[config.mk]
export PLATFORM = sky130hd
export DESIGN_NAME = maze_solver_ctrl_flat
export DESIGN_NICKNAME = d
export VERILOG_FILES = /design/src/rtl/maze_solver_ctrl_if.sv /design/src/rtl/maze_solver_ctrl.sv /design/src/flat_wrapper.sv
export SDC_FILE = /design/constraint.sdc
export NUM_CORES = 1
export LEC_CHECK = 0
export ABC_AREA = 1
export CAP_MARGIN = 0
export CORE_MARGIN = 1
export CORE_UTILIZATION = 55
export CTS_CLUSTER_SIZE = 12
export DETAILED_ROUTE_END_ITERATION = 16
export HOLD_SLACK_MARGIN = 0.1
export PLACE_DENSITY = 0.78
export SKIP_LAST_GASP = 1
export SYNTH_ARGS = -nofsm -noshare
export SYNTH_HDL_FRONTEND = slang
export SYNTH_SLANG_ARGS = --single-unit
[constraint.sdc]
create_clock -name clk -period 3.6 [get_ports clk]
set_clock_uncertainty 0.2 [all_clocks]
set_input_delay 0.72 -clock clk [delete_from_list [all_inputs] [get_ports clk]]
set_output_delay 0.72 -clock clk [all_outputs]
set_load 0.05 [all_outputs]
[src/rtl/maze_solver_ctrl_if.sv]
// maze_solver_ctrl_if: control, maze-memory and direction-stack signals of the maze solver.
interface maze_solver_ctrl_if;
  logic       start;
  logic       run;
  logic [7:0] mem_addr;
  logic       mem_wr;
  logic       mem_rd_data;
  logic       stk_push;
  logic [1:0] stk_dir;
  logic       stk_pop;
  logic [1:0] stk_top;
  logic       stk_empty;
  logic [3:0] cur_row;
  logic [3:0] cur_col;
  logic       move;
  logic       done;
  logic       fail;
  modport master (
    input  start, run, mem_rd_data, stk_top, stk_empty,
    output mem_addr, mem_wr, stk_push, stk_dir, stk_pop, cur_row, cur_col, move, done, fail
  );
  modport slave (
    output start, run, mem_rd_data, stk_top, stk_empty,
    input  mem_addr, mem_wr, stk_push, stk_dir, stk_pop, cur_row, cur_col, move, done, fail
  );
endinterface

[src/rtl/maze_solver_ctrl.sv]
// maze_solver_ctrl: depth-first maze walker from (0,0) to (15,15) using external visited memory and direction stack.
module maze_solver_ctrl (
  input logic                 clk,
  input logic                 rst,
  maze_solver_ctrl_if.master  bus
);
  typedef enum logic [3:0] {IDLE, INIT, PROBE, WAIT, ADV, NEXTDIR, BACK, DONE, FAIL} state_t;
  state_t     state_q, state_d;
  logic [3:0] row_q, row_d, col_q, col_d, nr, nc, br, bc;
  logic [1:0] dir_q, dir_d;
  logic [7:0] addr_q, addr_d;
  logic       act, oob, goal;
  always_comb begin
    act  = bus.run & ~rst;
    nr   = dir_q == 2'd1 ? row_q + 4'd1 : dir_q == 2'd3 ? row_q - 4'd1 : row_q;
    nc   = dir_q == 2'd0 ? col_q + 4'd1 : dir_q == 2'd2 ? col_q - 4'd1 : col_q;
    oob  = dir_q == 2'd0 ? &col_q : dir_q == 2'd1 ? &row_q : dir_q == 2'd2 ? ~|col_q : ~|row_q;
    goal = &{row_q, col_q};
    // Backtracking steps against the direction that was pushed on the way in
    br   = bus.stk_top == 2'd1 ? row_q - 4'd1 : bus.stk_top == 2'd3 ? row_q + 4'd1 : row_q;
    bc   = bus.stk_top == 2'd0 ? col_q - 4'd1 : bus.stk_top == 2'd2 ? col_q + 4'd1 : col_q;
    state_d      = state_q;
    row_d        = row_q;
    col_d        = col_q;
    dir_d        = dir_q;
    addr_d       = addr_q;
    bus.mem_addr = addr_q;
    bus.mem_wr   = 1'b0;
    bus.stk_push = 1'b0;
    bus.stk_dir  = 2'd0;
    bus.stk_pop  = 1'b0;
    bus.move     = 1'b0;
    bus.done     = 1'b0;
    bus.fail     = 1'b0;
    case (state_q)
      IDLE: state_d = bus.start ? INIT : IDLE;
      INIT: if (act) begin
        bus.mem_wr = 1'b1;
        state_d    = PROBE;
      end
      PROBE: if (goal) begin
        if (act) state_d = DONE;
      end else if (oob) begin
        if (act) state_d = NEXTDIR;
      end else begin
        bus.mem_addr = {nr, nc};
        if (act) begin
          addr_d  = {nr, nc};
          state_d = WAIT;
        end
      end
      WAIT: if (act) state_d = bus.mem_rd_data ? NEXTDIR : ADV;
      ADV: if (act) begin
        bus.stk_push = 1'b1;
        bus.stk_dir  = dir_q;
        bus.mem_wr   = 1'b1;
        bus.move     = 1'b1;
        row_d        = nr;
        col_d        = nc;
        dir_d        = 2'd0;
        state_d      = PROBE;
      end
      NEXTDIR: if (act) begin
        dir_d   = dir_q + 2'd1;
        state_d = dir_q == 2'd3 ? BACK : PROBE;
      end
      BACK: if (act) begin
        if (bus.stk_empty) state_d = FAIL;
        else begin
          bus.stk_pop = 1'b1;
          bus.move    = 1'b1;
          row_d       = br;
          col_d       = bc;
          dir_d       = bus.stk_top + 2'd1;
          state_d     = bus.stk_top == 2'd3 ? BACK : PROBE;
        end
      end
      DONE, FAIL: begin
        bus.done = state_q == DONE;
        bus.fail = state_q == FAIL;
        if (bus.start) begin
          state_d = INIT;
          row_d   = 4'd0;
          col_d   = 4'd0;
          dir_d   = 2'd0;
          addr_d  = 8'd0;
        end
      end
      default: state_d = IDLE;
    endcase
    bus.cur_row = row_q;
    bus.cur_col = col_q;
  end
  always_ff @(posedge clk) begin
    if (rst) begin
      state_q <= IDLE;
      row_q   <= 4'd0;
      col_q   <= 4'd0;
      dir_q   <= 2'd0;
      addr_q  <= 8'd0;
    end else begin
      state_q <= state_d;
      row_q   <= row_d;
      col_q   <= col_d;
      dir_q   <= dir_d;
      addr_q  <= addr_d;
    end
  end
endmodule

[src/flat_wrapper.sv]
// flat-port wrapper written by rule: the top's interface ports become plain ports
module maze_solver_ctrl_flat 
  (clk, rst, bus_start, bus_run, bus_mem_rd_data, bus_stk_top, bus_stk_empty, bus_mem_addr, bus_mem_wr, bus_stk_push, bus_stk_dir, bus_stk_pop, bus_cur_row, bus_cur_col, bus_move, bus_done, bus_fail);
  maze_solver_ctrl_if bus_i ();
  input logic clk;
  input logic rst;
  input wire logic [$bits(bus_i.start)-1:0] bus_start;
  input wire logic [$bits(bus_i.run)-1:0] bus_run;
  input wire logic [$bits(bus_i.mem_rd_data)-1:0] bus_mem_rd_data;
  input wire logic [$bits(bus_i.stk_top)-1:0] bus_stk_top;
  input wire logic [$bits(bus_i.stk_empty)-1:0] bus_stk_empty;
  output wire logic [$bits(bus_i.mem_addr)-1:0] bus_mem_addr;
  output wire logic [$bits(bus_i.mem_wr)-1:0] bus_mem_wr;
  output wire logic [$bits(bus_i.stk_push)-1:0] bus_stk_push;
  output wire logic [$bits(bus_i.stk_dir)-1:0] bus_stk_dir;
  output wire logic [$bits(bus_i.stk_pop)-1:0] bus_stk_pop;
  output wire logic [$bits(bus_i.cur_row)-1:0] bus_cur_row;
  output wire logic [$bits(bus_i.cur_col)-1:0] bus_cur_col;
  output wire logic [$bits(bus_i.move)-1:0] bus_move;
  output wire logic [$bits(bus_i.done)-1:0] bus_done;
  output wire logic [$bits(bus_i.fail)-1:0] bus_fail;
  assign bus_i.start = bus_start;
  assign bus_i.run = bus_run;
  assign bus_i.mem_rd_data = bus_mem_rd_data;
  assign bus_i.stk_top = bus_stk_top;
  assign bus_i.stk_empty = bus_stk_empty;
  assign bus_mem_addr = bus_i.mem_addr;
  assign bus_mem_wr = bus_i.mem_wr;
  assign bus_stk_push = bus_i.stk_push;
  assign bus_stk_dir = bus_i.stk_dir;
  assign bus_stk_pop = bus_i.stk_pop;
  assign bus_cur_row = bus_i.cur_row;
  assign bus_cur_col = bus_i.cur_col;
  assign bus_move = bus_i.move;
  assign bus_done = bus_i.done;
  assign bus_fail = bus_i.fail;
  maze_solver_ctrl u_core (.clk(clk), .rst(rst), .bus(bus_i));
endmodule
## Word-level counts from Yosys, hierarchy flattened

Index checks and enable logic that the tools add are counted.

- Word-level logic and storage cells: 120
- Memories: 0
- RAM bits: 0
- Bits in registers: 22
- Output and inout bits: 24
- Bits of input ports: 8
- Memory bits (read-only): 0
- Latch bits: 0

- Add/subtract/negate cells: 6
- Multiply operators: 0
- Multiplexer cells: 61
- Shift operators: 0
- Bitwise logic cells: 2
- Equality and inequality tests: 26
- Reductions and logical operators: 20
- Divide/modulo/power cells: 0
- Magnitude comparators: 0

Operators by type and width:

| kind | number |
|---|---|
| 4-bit two-way mux | 26 |
| 8-bit two-way mux | 7 |
| 4-bit case mux with 7 select lines | 1 |
| 4-bit case mux with 3 select lines | 2 |
| 6-bit AND reduction | 4 |
| 4-bit by 3-bit equality test with 1-bit output (second input constant) | 4 |
| 8-bit case mux with 2 select lines | 1 |
| 2-bit two-way mux | 7 |
| 1-bit two-way mux | 13 |
| 2-bit by 1-bit inequality test with 1-bit output (second input constant) | 6 |
| 4-bit by 1-bit adder with 4-bit output (second input constant) | 2 |
| 2-bit equality test (second input constant) | 4 |
| 4-bit by 2-bit equality test with 1-bit output (second input constant) | 2 |
| 2-bit inequality test (second input constant) | 4 |
| 2-bit case mux with 4 select lines | 1 |
| 4-bit AND reduction | 2 |
| 8-bit AND reduction | 1 |
| 4-bit OR reduction | 2 |
| 4-bit by 1-bit subtractor with 4-bit output (second input constant) | 2 |
| 3-bit two-way mux | 2 |
| 3-bit by 1-bit inequality test with 1-bit output (second input constant) | 2 |
| 5-bit AND reduction | 1 |
| 2-bit by 1-bit adder with 2-bit output (second input constant) | 2 |
| 2-bit by 1-bit equality test with 1-bit output (second input constant) | 2 |
| 12 further kinds | 15 |

## Longest topological paths before layout

- Depth in word-level cells: 8
- Mapped depth: 12
- Depth with buffers taken out: 11

## Worst setup path before layout

OpenSTA, ideal clock, no wires.

- Path kind: input to output
- From: input port rst
- To: output port bus_stk_dir[0]
- Required time: 2.680 ns
- Stages on the path: 5
- Arrival: 2.469 ns
- Path slack: 0.211 ns
- Buffers on the path: 0
- Cell sequence: inv_1 nand2_1 nor2_1 inv_1 nor2_1

- Longest elaborated chain between the ends: 4

Ends and longest elaborated chain:

| element | line | RTL |
|---|---|---|
| start, declared | flat_wrapper.sv:6 | `input logic rst;` |
| 1-bit inverter | maze_solver_ctrl.sv:14 | `act = bus.run & ~rst;` |
| 1-bit AND | maze_solver_ctrl.sv:14 |  |
| 2-bit two-way mux | maze_solver_ctrl.sv:53 | `ADV: if (act) begin` |
| 2-bit two-way mux | maze_solver_ctrl.sv:35 | `case (state_q)` |
| end, declared | flat_wrapper.sv:15 | `output wire logic [$bits(bus_i.stk_dir)-1:0] bus_stk_dir;` |

Every way passes these cells.

## Worst setup path in the final report

- From: register u_core.dir_q[0]
- To: output port bus_mem_addr[6]

- Longest elaborated chain between the ends: 7
- Elaborated cells on any way between the ends: 12
- Classes of those cells: 3 x eq/ne; 8 x mux; 1 x reduce/logical

Ends and longest elaborated chain:

| element | line | RTL |
|---|---|---|
| start, declared | maze_solver_ctrl.sv:10 | `logic [1:0] dir_q, dir_d;` |
| start signal, assigned | maze_solver_ctrl.sv:105 | `dir_q <= dir_d;` |
| 2-bit equality test | maze_solver_ctrl.sv:17 | `oob = dir_q == 2'd0 ? &col_q : dir_q == 2'd1 ? &row_q : dir_q == 2'd2 ? ~\|col_q : ~\|row_q;` |
| 1-bit two-way mux (3 in series) | maze_solver_ctrl.sv:17 |  |
| 8-bit two-way mux (*) | maze_solver_ctrl.sv:43 | `end else if (oob) begin` |
| 8-bit two-way mux (*) | maze_solver_ctrl.sv:41 | `PROBE: if (goal) begin` |
| 8-bit two-way mux (*) | maze_solver_ctrl.sv:35 |  |
| end, declared | flat_wrapper.sv:12 | `output wire logic [$bits(bus_i.mem_addr)-1:0] bus_mem_addr;` |

Mark *: on every way between the ends. The rest lies on a longest branch, timed or not.

==> results.py <==
metrics = {
    "worst_hold_path": {
        "min_from": "u_core.addr_q[3]",
        "holdCritPathClass": "flip-flop to flip-flop",
        "hold_path_depth": 2,
        "min_to": "u_core.addr_q[3]",
    },
    "critical_path": {
        "critPathCaptureType": "output port",
        "cpPeakStageDelay_ns": 0.64,
        "regToRegSetupSlack_ns": 1.51,
        "cp_num_buf_inv": 2,
        "path_cells": "inv_4, nor2_2, nand2_1, nand2_1, o21bai_4, nor2_2, nand2_1, o21a_1, buf_4",
        "critPathMostFrequentCell": "nand2_1",
        "required_ns": 2.68,
        "r2r.worst_path.cells": 9,
        "slowest_stage": "dfxtp_1",
        "crit_family": "simple AND/OR/NAND/NOR gates",
        "criticalPathCategory": "flip-flop to output port",
        "critPathLaunchType": "flip-flop",
        "timing.rr.start": "u_core.state_q[0]",
        "r2r_end": "u_core.bus.cur_row[1]",
        "cp.arrival_ns": 2.35,
        "crit_fanout": 10,
    },
    "synthesis": {
        "yosys_warnings": 0,
        "synth_area_um2": 1990,
        "synth_edf_count": 0,
        "synth.most_common_cell": "nand2_1",
        "synth_seq_cells": 22,
        "yosys.area_share.simple_pct": 46.5,
        "synth.largest_area_cell": "dfxtp_1",
        "synth_nets": 354,
        "yosysUniqueCellTypes": 31,
        "synth_top_family_by_area": "simple AND/OR/NAND/NOR gates",
        "synth-xor-area-share_pct": 3.51,
        "synth_ff_type": "dfxtp_1",
        "synthAdderAreaFrac_pct": 2.51,
        "synth_compound_area_share_pct": 14.4,
        "synthesis.instances": 342,
        "synthMuxAreaShare_pct": 0,
        "ys_seq_area_share_pct": 22.1,
        "async_reset_ff_share_pct": 0,
        "synth.avg_cell_area_um2": 5.83,
        "synth_top_area_share_pct": 22.1,
        "synth_common_cells": "nand2_1, nor2_1, inv_1, nand3_1, o21ai_0",
        "synthTopCellsByArea": "dfxtp_1, nand2_1, nor2_1",
    },
    "cts": {
        "cts.clk_slew.worst_paths_ns": 0.13,
        "clock_path_buffers": 2,
        "numClockSinks": 22,
        "clock_latency_ns": 0.31,
        "cts-root-buf": "clkbuf_4",
        "htree_levels": 1,
        "cts_buffers": 3,
        "post-cts-setup-buffers": 0,
        "tritoncts": "done",
        "ctsHoldBuffers": 0,
        "cts_resized": 0,
    },
    "global_route": {
        "grt_pass1_vias": 1948,
        "grt_pass1_wl_um": 8850,
        "grt.total_usage_pct": 28.2,
        "grt_antenna_before_repair": 0,
        "grt_max_degree": 20,
        "grt_overflow": 0,
    },
    "floorplan": {
        "rows": 21,
        "die_x_um": 62.2,
        "io-pin-count": 32,
        "coreArea_um2": 3420,
        "dieArea_um2": 3870,
        "floorplan.initialDensity_pct": 58.4,
        "die_h_um": 62.2,
    },
    "sta": {
        "worstMarginPinSlew_ns": 0.503,
        "max_freq_mhz": 306,
        "worst_slack_ns": 0.327,
        "tns_ns": 0,
        "hold_viol_final": 0,
        "final-max-slew-violation-count": 0,
        "rsz0062_at_grt": "false",
        "layout_worst_path_cycle_share_pct": 90.9,
        "period_minus_slack_ns": 3.27,
        "slew_headroom_pct": 66.4,
        "setup_viol": 0,
    },
    "routing": {
        "drt_iter0_drc": 180,
        "num_vias": 2271,
        "vias_per_cell": 5.49,
        "drc": 0,
        "avgRoutedWirePerCell_um": 12.4,
        "routed_wl_um": 5120,
        "drtPass1Iterations": 7,
        "antenna_left": 0,
    },
    "cells_and_area": {
        "fillers": 342,
        "fin_util_pct": 69.7,
        "final_cells": 414,
        "diodes": 0,
        "final_net_count": 381,
        "seq_area_um2": 440,
        "drive_above_1_share_pct": 11.4,
        "multiInputGateArea_um2": 1340,
        "syn2layout_area_growth_pct": 19.4,
    },
    "power": {
        "p_leak_nw": 1.13,
        "power_mw": 2.65,
        "peakVddDrop_v": 0.000594,
        "p_per_area_nw_per_um2": 1110,
    },
    "run_status": {
        "status": "completed",
    },
    "placement": {
        "pre_cts_ws_ns": 0.454,
        "dp.cells": 410,
        "post-dp-hpwl_um": 3900,
        "place.gp.congestion": 0.921,
        "io_buffer_count": 31,
    },
    "run": {
        "drv_cap": 0,
    },
}
## cell usage in the layout (no fill, tap or decap), types with 2 or more instances in the layout
| cell type | synthesis | layout |
|---|---|---|
| a21oi_1 | 17 | 17 |
| a22oi_1 | 3 | 3 |
| buf_12 | 0 | 6 |
| buf_4 | 5 | 9 |
| clkbuf_4 | 0 | 3 |
| clkdlybuf4s50_1 | 0 | 17 |
| dfxtp_1 | 22 | 22 |
| ha_1 | 4 | 4 |
| inv_1 | 32 | 32 |
| inv_2 | 2 | 2 |
| nand2_1 | 104 | 104 |
| nand2_2 | 5 | 5 |
| nand3_1 | 31 | 31 |
| nand4_1 | 7 | 7 |
| nor2_1 | 49 | 49 |
| nor2_2 | 7 | 7 |
| nor2_4 | 4 | 4 |
| o21a_1 | 2 | 2 |
| o21ai_0 | 25 | 25 |
| xnor2_1 | 3 | 3 |
| xor2_1 | 5 | 5 |
## metrics by stage
step                hold WS (ns)  instance area (µm²)
floorplan                  0.245                 1990
global placement           0.259                 2330
detailed placement         0.266                 2330
CTS                        0.298                 2380
global route               0.321                 2380
finish                     0.293                 2380
## metal layers
metal  track usage [%]  share of wire (%)  vias to the layer above
met5                 0                  0                        -
met4              10.2                1.4                        0
met3              3.68                5.5                        8
met2              45.6                 46                       81
met1              38.3                 47                     1029
li1                  -                  -                     1153
## sequential cells by signal (all words and copies together), names as in the netlist
| name | cells |
|---|---|
| u_core.addr_q | 8 |
| u_core.state_q | 4 |
| u_core.bus.cur_col | 4 |
| u_core.bus.cur_row | 4 |
| u_core.dir_q | 2 |
## how the worst max path moves through the flow
stage	slack, ns	cells past startpoint	to	from
detailed placement	0.45	7	bus_stk_dir[1]	rst
CTS	0.35	10	bus_mem_addr[6]	u_core.bus.cur_col[0]
floorplan	0.21	5	bus_stk_dir[0]	rst
global placement	0.53	7	bus_stk_dir[1]	rst
global route	0.15	10	bus_mem_addr[6]	u_core.bus.cur_row[0]
finish	0.33	9	bus_mem_addr[6]	u_core.dir_q[0]
## tightest hold or removal path, delay by kind of cell (launching register included)
| kind | cells | cell delay, ns |
|---|---|---|
| compound gates | 1 | 0.04 |
| flops | 1 | 0.35 |
| simple gates | 1 | 0.08 |
## cell type report
| cell class | instances | share of cell area [%] |
|---|---|---|
| clock buffers | 3 | 0.945 |
| clock inverters | 1 | 1.26 |
| inverters | 36 | 5.83 |
| multi-input cells | 274 | 56.0 |
| flip-flops and latches | 22 | 18.5 |
| well taps | 46 | 2.42 |
| repair buffers | 32 | 15.0 |
## power breakdown
group | switching, mW | internal (mW)
logic | 1.28 | 0.638
clock network | 0.0811 | 0.113
registers | 0.177 | 0.360
total | 1.54 | 1.11
## cell families after synthesis
group / after synthesis
simple gates: 211
compound gates: 51
buf+inv: 46
flops: 22
xor+xnor: 8
fa+ha+maj: 4
Note: power is estimated with default switching activity, not from simulation.
